$ cat config.mk
export PLATFORM = sky130hd
export DESIGN_NAME = bmem_burst_adapter
export DESIGN_NICKNAME = d
export VERILOG_FILES = /design/src/rtl/bmem_burst_adapter.sv
export SDC_FILE = /design/constraint.sdc
export NUM_CORES = 1
export LEC_CHECK = 0
export ABC_CLOCK_PERIOD_IN_PS = 5690
export CORE_AREA = 2 2 298 300
export DETAILED_ROUTE_END_ITERATION = 10
export DIE_AREA = 0 0 300 302
export PLACE_DENSITY = 0.41
export SLEW_MARGIN = 20
export SYNTH_ARGS = -nofsm -noshare
export SYNTH_HDL_FRONTEND = slang
export SYNTH_SLANG_ARGS = --single-unit
$ cat constraint.sdc
create_clock -name clk -period 5.69 [get_ports clk]
set_clock_uncertainty 0.2 [all_clocks]
set_input_delay 0.8535 -clock clk [delete_from_list [all_inputs] [get_ports clk]]
set_output_delay 0.8535 -clock clk [all_outputs]
set_load 0.05 [all_outputs]
$ cat src/rtl/bmem_burst_adapter.sv
// bmem_burst_adapter: bridges 256-bit line requests to 4-beat 64-bit backend bursts.
module bmem_burst_adapter #(
  parameter int BEAT_W = 64,
  parameter int BEATS  = 4
) (
  input  logic                      clk,
  input  logic                      rst,
  input  logic [31:0]               line_addr,
  input  logic                      line_read,
  input  logic                      line_write,
  input  logic [BEATS*BEAT_W-1:0]   line_wdata,
  output logic                      r_resp,
  output logic                      w_resp,
  output logic [BEATS*BEAT_W-1:0]   line_rdata,
  output logic [31:0]               line_raddr,
  output logic [31:0]               bmem_addr,
  output logic                      bmem_read,
  output logic                      bmem_write,
  output logic [BEAT_W-1:0]         bmem_wdata,
  input  logic                      bmem_ready,
  input  logic                      bmem_rvalid,
  input  logic [BEAT_W-1:0]         bmem_rdata,
  input  logic [31:0]               bmem_raddr
);
  localparam int LW = BEATS * BEAT_W;
  localparam int CW = $clog2(BEATS);
  typedef enum logic [2:0] {IDLE, RD_REQ, RD_DATA, RD_DONE, WR, WR_DONE} state_t;
  state_t          state_q, state_d;
  logic [31:0]     addr_q, addr_d;
  logic [LW-1:0]   buf_q, buf_d;
  logic [CW-1:0]   cnt_q, cnt_d;
  logic            last;
  assign last = cnt_q == CW'(BEATS - 1);
  always_ff @(posedge clk) begin
    if (rst) begin
      state_q <= IDLE;
      addr_q  <= '0;
      buf_q   <= '0;
      cnt_q   <= '0;
    end else begin
      state_q <= state_d;
      addr_q  <= addr_d;
      buf_q   <= buf_d;
      cnt_q   <= cnt_d;
    end
  end
  always_comb begin
    state_d = state_q;
    addr_d  = addr_q;
    buf_d   = buf_q;
    cnt_d   = cnt_q;
    case (state_q)
      IDLE: begin
        if (line_write) begin
          addr_d  = line_addr & ~32'h1f;
          buf_d   = line_wdata;
          cnt_d   = '0;
          state_d = WR;
        end else if (line_read) begin
          addr_d  = line_addr & ~32'h1f;
          cnt_d   = '0;
          state_d = RD_REQ;
        end
      end
      RD_REQ: state_d = bmem_ready ? RD_DATA : RD_REQ;
      RD_DATA: begin
        // beats tagged for another line are dropped without advancing
        if (bmem_rvalid && bmem_raddr == addr_q) begin
          buf_d[cnt_q*BEAT_W +: BEAT_W] = bmem_rdata;
          cnt_d   = cnt_q + 1'b1;
          state_d = last ? RD_DONE : RD_DATA;
        end
      end
      WR: begin
        if (bmem_ready) begin
          cnt_d   = cnt_q + 1'b1;
          state_d = last ? WR_DONE : WR;
        end
      end
      default: state_d = IDLE;
    endcase
  end
  assign r_resp     = state_q == RD_DONE;
  assign w_resp     = state_q == WR_DONE;
  assign bmem_read  = state_q == RD_REQ;
  assign bmem_write = state_q == WR;
  assign line_rdata = r_resp ? buf_q : '0;
  assign line_raddr = r_resp ? addr_q : '0;
  assign bmem_addr  = (bmem_read || bmem_write) ? addr_q : '0;
  assign bmem_wdata = bmem_write ? buf_q[cnt_q*BEAT_W +: BEAT_W] : '0;
endmodule

# After elaboration in Yosys (flattened, before gate mapping)
# Index checks and enable logic that the tools add are counted.
[word_totals] ff_bits=293 latchBits=0 ramBits=0 romBits=0 output_inout_bits=388 wordCells=53 n_memories=0
[op_classes] addsub=2 n_mul=0 div=0 n_lt_le_gt_ge=0 n_eq_ne=11 shifts=3 n_mux=23 bitwise_logic=0 n_reduce_logical=10
[ops] operator="$mux W256" n=3
[ops] operator="$pmux W256 S2" n=1
[ops] operator="$bwmux W256" n=1
[ops] operator="$shift A64 B34 Y256 const A" n=1
[ops] operator="$shiftx A256 B9 Y64" n=1
[ops] operator="$shiftx A64 B34 Y256" n=1
[ops] operator="$mux W32" n=4
[ops] operator="$mux W64" n=1
[ops] operator="$neg A8 Y34" n=1
[ops] operator="$eq A32 B32 Y1" n=1
[ops] operator="$mux W3" n=4
[ops] operator="$pmux W3 S4" n=1
[ops] operator="$mux W2" n=5
[ops] operator="$eq A3 B2 Y1 const B" n=2
[ops] operator="$eq A3 B3 Y1 const B" n=2
[ops] operator="$pmux W2 S3" n=1
[ops] operator="$reduce_and A3 Y1" n=2
[ops] operator="$ne A2 B2 Y1 const B" n=2
[ops] operator="$reduce_and A4 Y1" n=1
[ops] operator="$reduce_bool A2 Y1" n=2
[ops] operator="$eq A3 B1 Y1 const B" n=1
[ops] operator="$logic_not A3 Y1" n=1
[ops] operator="$ne A3 B3 Y1 const B" n=1
[ops] operator="$reduce_bool A3 Y1" n=1
[ops] operator="other kinds (7)" n=8

# Longest topological paths before layout
[logic_depth] ltp_word=5 mapped_depth=11 ltp_nobuf=6

# Least setup slack after synthesis
# Ideal clock, no wire load.
[synth_timing] kind="register to output" from="register state_q[0]" to="output bmem_addr[11]" arrival_ps=3231 t_required_ps=4637 path_slack_ps=1406 path_stages_with_launch=6 n_path_buf=2 path_cell_list="dfxtp_1 clkbuf_1 nor3b_1 nor2_1 clkbuf_1 nor2b_1"
[synth_between] elab_chain_len=3 elab_cells_between_ends=4
[synth_rtl] element="from (decl)" line_no="28" source="state_t state_q, state_d;"
[synth_rtl] element="from (signal assigned)" line_no="41" source="state_q <= state_d;"
[synth_rtl] element="$eq A3 B1 Y1" line_no="85" source="assign bmem_read = state_q == RD_REQ;"
[synth_rtl] element="via bmem_read" line_no="17" source="output logic bmem_read,"
[synth_rtl] element="$logic_or A1 B1 Y1" line_no="89" source="assign bmem_addr = (bmem_read || bmem_write) ? addr_q : '0;"
[synth_rtl] element="$mux W32" line_no="89"
[synth_rtl] element="to (decl)" line_no="16" source="output logic [31:0] bmem_addr,"
# The timed path passes the listed nets, and every way through them passes these cells.

# Worst setup path in the final report
[layout_timing] from="register state_q[0]" to="output line_rdata[194]"
[layout_between] elab_chain_len=2
[layout_rtl] element="$eq A3 B2 Y1" line_no="83" source="assign r_resp = state_q == RD_DONE;"
[layout_rtl] element="$mux W256" line_no="87" source="assign line_rdata = r_resp ? buf_q : '0;"
[layout_rtl] element="to (decl)" line_no="14" source="output logic [BEATS*BEAT_W-1:0] line_rdata,"
# No other way between the ends.

==> impl_metrics.toml <==
[clocking]
cts_resized = 0
htreeDepth = 2
cts_sinks = 288
ctsHoldBuffers = 0
cts_tree = "done"
cts_max_path_buffers = 3
clkLatencyLatePin_ns = 0.55
root_buffer = "clkbuf_16"
clk_pin_slew_ns = 0.06
numCtsBuffers = 40
cts_setup_buffers = 0

[drt]
drc_errors = 0
routed_wl_um = 103600
post_drt_via_cell_ratio = 5.053
ant_nets = 0
drt_first_pass_iters = 5
drtIter0Drc = 1149
wl_per_cell_um = 27.76
via_count = 18860

[worst_setup_path]
r2r_slack_ns = 1.81
cp.required_ns = 4.64
r2r_start = "cnt_q[0]"
cp-start-kind = "flop"
worstPathArrival_ns = 3.44
cpMaxStageDelayCell = "clkdlybuf4s50_1"
worstSetupPathType = "flop to primary output"
critPathTopFamily = "buffers and inverters"
critical_path_buf_inv_count = 2
max_stage_delay_ns = 1.02
crit_fanout = 155
path_cells = "nor3b_2, buf_12, and2_1, clkdlybuf4s50_1"
r2r-end = "buf_q[167]"
reg2reg_depth = 7
end_kind = "primary output"

[power_and_ir_drop]
power_frac_clock_pct = 36.3
power.share.switching_pct = 33.18
p_leak_uw = 0.009418
power_frac_seq_pct = 37.0
power.density_nw_per_um2 = 245.9
intPower_uw = 4534
switchingPower_uw = 2251
power.share.combinational_pct = 26.7
ir_drop_mv = 0.1124

[flow_run]
maxCapViolCount = 0

[place]
place.gp.congestion = 0.8515
place_ws_ns = 1.227
place_area_um2 = 26330
post-dp-hpwl_um = 67590
dp_cells = 3657
io_buffers = 762

[synthesis]
async_flop_share_pct = 0
synth_edf_count = 0
netlist_area_um2 = 17870
yosysSeqAreaShare_pct = 32.27
yosys_warnings = 0
ys.flop_type = "dfxtp_1"
synth.top_cell.area_share_pct = 32.27
yosys-top-cells-area = "dfxtp_1, and2_1, a211oi_2"
ys_top_cells_by_count = "and2_1, dfxtp_1, a21oi_1"
avgSynthCellArea_um2 = 9.215
ys_ff_latch = 288
yosys.area.top_type = "dfxtp_1"
synthDistinctLibCells = 38
syn_inst = 1939

[timing]
tightest_slew_ns = 1.079
layout_min_cycle_time_ns = 4.491
rsz0062_at_grt = "no"
setup_viol = 0
hold_viol = 0
final.setup.tns_ns = 0
timing.final.max_slew_violations = 0
fin_crit_sh_pct = 78.92
fin_ws_ns = 1.199
max_freq_ghz = 0.2227
slew_headroom_pct = 28.05

[worst_hold_path]
min_from = "addr_q[11]"
hold_path.class = "flop to flop"
holdPathStages = 2
worstHoldEndpoint = "addr_q[11]"

[cells_and_area]
final_cells = 3732
final_area_um2 = 27590
drive_gt1_share_pct = 13.97
area_growth_pct = 54.43
final_nets = 2929

[floorplanning]
rows = 109
core_um2 = 87560
io_pins = 778
initial_core_util_pct = 20.41
dieArea_um2 = 90600
die_h_um = 302
die_w_um = 300

[outcome]
outcome = "finished clean"

[global_route]
grt_overflow = 0
grt_pass1_wl_um = 145400
grt_pass1_vias = 19600
grt_antenna_before_repair = 17
grt_use_total_pct = 21.75
grt_max_degree = 159
==> cells by family after synthesis <==
kind of cell,synth area share (%)
XOR/XNOR,1.323
adder cells (fa/ha/maj),0.3501
multiplexers,8.179
flip-flops,32.27
other,0.02099
AND/OR/NAND/NOR,16.12
AO/OA/AOI/OAI,34.88
buffers and inverters,6.856
==> layout by cell type, fill, tap and decap left out, drive strengths merged, types with 5 or more instances in the layout <==
cell / count
clkdlybuf4s50: 761
dfxtp: 288
and2: 288
a21oi: 285
a22oi: 256
a211oi: 256
and3: 66
mux4: 64
nand2: 59
clkbuf: 57
buf: 37
nor2b: 28
xnor2: 23
nor2: 20
diode: 12
conb: 10
nand4: 6
o21ai: 5
ha: 5
clkinv: 5
nor4: 5
==> layout make-up <==
type / count / area (um^2)
sequential: 288 / 5777
antenna: 12 / 30.03
fill: 9158 / 59960
clock buffer: 57 / 1177
tap: 1165 / 1458
timing repair buffer: 798 / 8082
clock inverter: 6 / 55.05
multi-input combinational: 1402 / 11000
inverter: 4 / 17.52
==> worst max-delay path by stage <==
stage                   start               to  slack (ns)  cells past startpoint
2_1_floorplan      state_q[0]    bmem_addr[11]        1.41                      5
3_3_place_gp   bmem_raddr[12]        buf_q[31]        1.29                      9
3_5_place_dp   bmem_raddr[11]       buf_q[220]        1.23                      9
4_1_cts              cnt_q[0]   bmem_wdata[10]        1.05                      4
5_1_grt            state_q[0]    line_rdata[2]        0.98                      4
6_report           state_q[0]  line_rdata[194]        1.20                      4
==> metal layers <==
metal  vias up  GRT usage (%)  routed length [um]
met5         -              0                  81
met4        12          6.750                2677
met3       149          4.769                7165
met2       789          37.46               51090
met1      9422          27.00               42590
li1       8484              -                   -
==> worst register-to-register path, stage by stage, from the launching register on <==
cell	delay, ns
dfxtp_4	0.92
inv_1	0.24
ha_1	0.32
nor2_1	0.30
and4_4	0.99
buf_4	0.44
a22oi_1	0.14
a211oi_1	0.26
==> sequential cells by signal (all words and copies together) (netlist names) <==
name     flops
buf_q      256
cnt_q        2
state_q      3
addr_q      27
==> power groups by stage <==
stage / Combinational [uW] / Clock (uW) / Sequential, uW
2_1_floorplan: 1110 / 0 / 2420
3_3_place_gp: 1800 / 0 / 2540
3_5_place_dp: 1820 / 0 / 2550
4_1_cts: 1830 / 2540 / 2510
5_1_grt: 1940 / 2610 / 2540
6_report: 1810 / 2460 / 2510
==> stage by stage <==
step	hold WS, ns	power (uW)	util, %
floorplan	0.2647	3527	-
global placement	0.2967	4341	30.07
detailed placement	0.2929	4374	30.07
CTS	0.3037	6881	31.48
global route	0.3282	7092	31.50
finish	0.3036	6785	31.51
No activity file was read; power rests on OpenSTA's default activity.
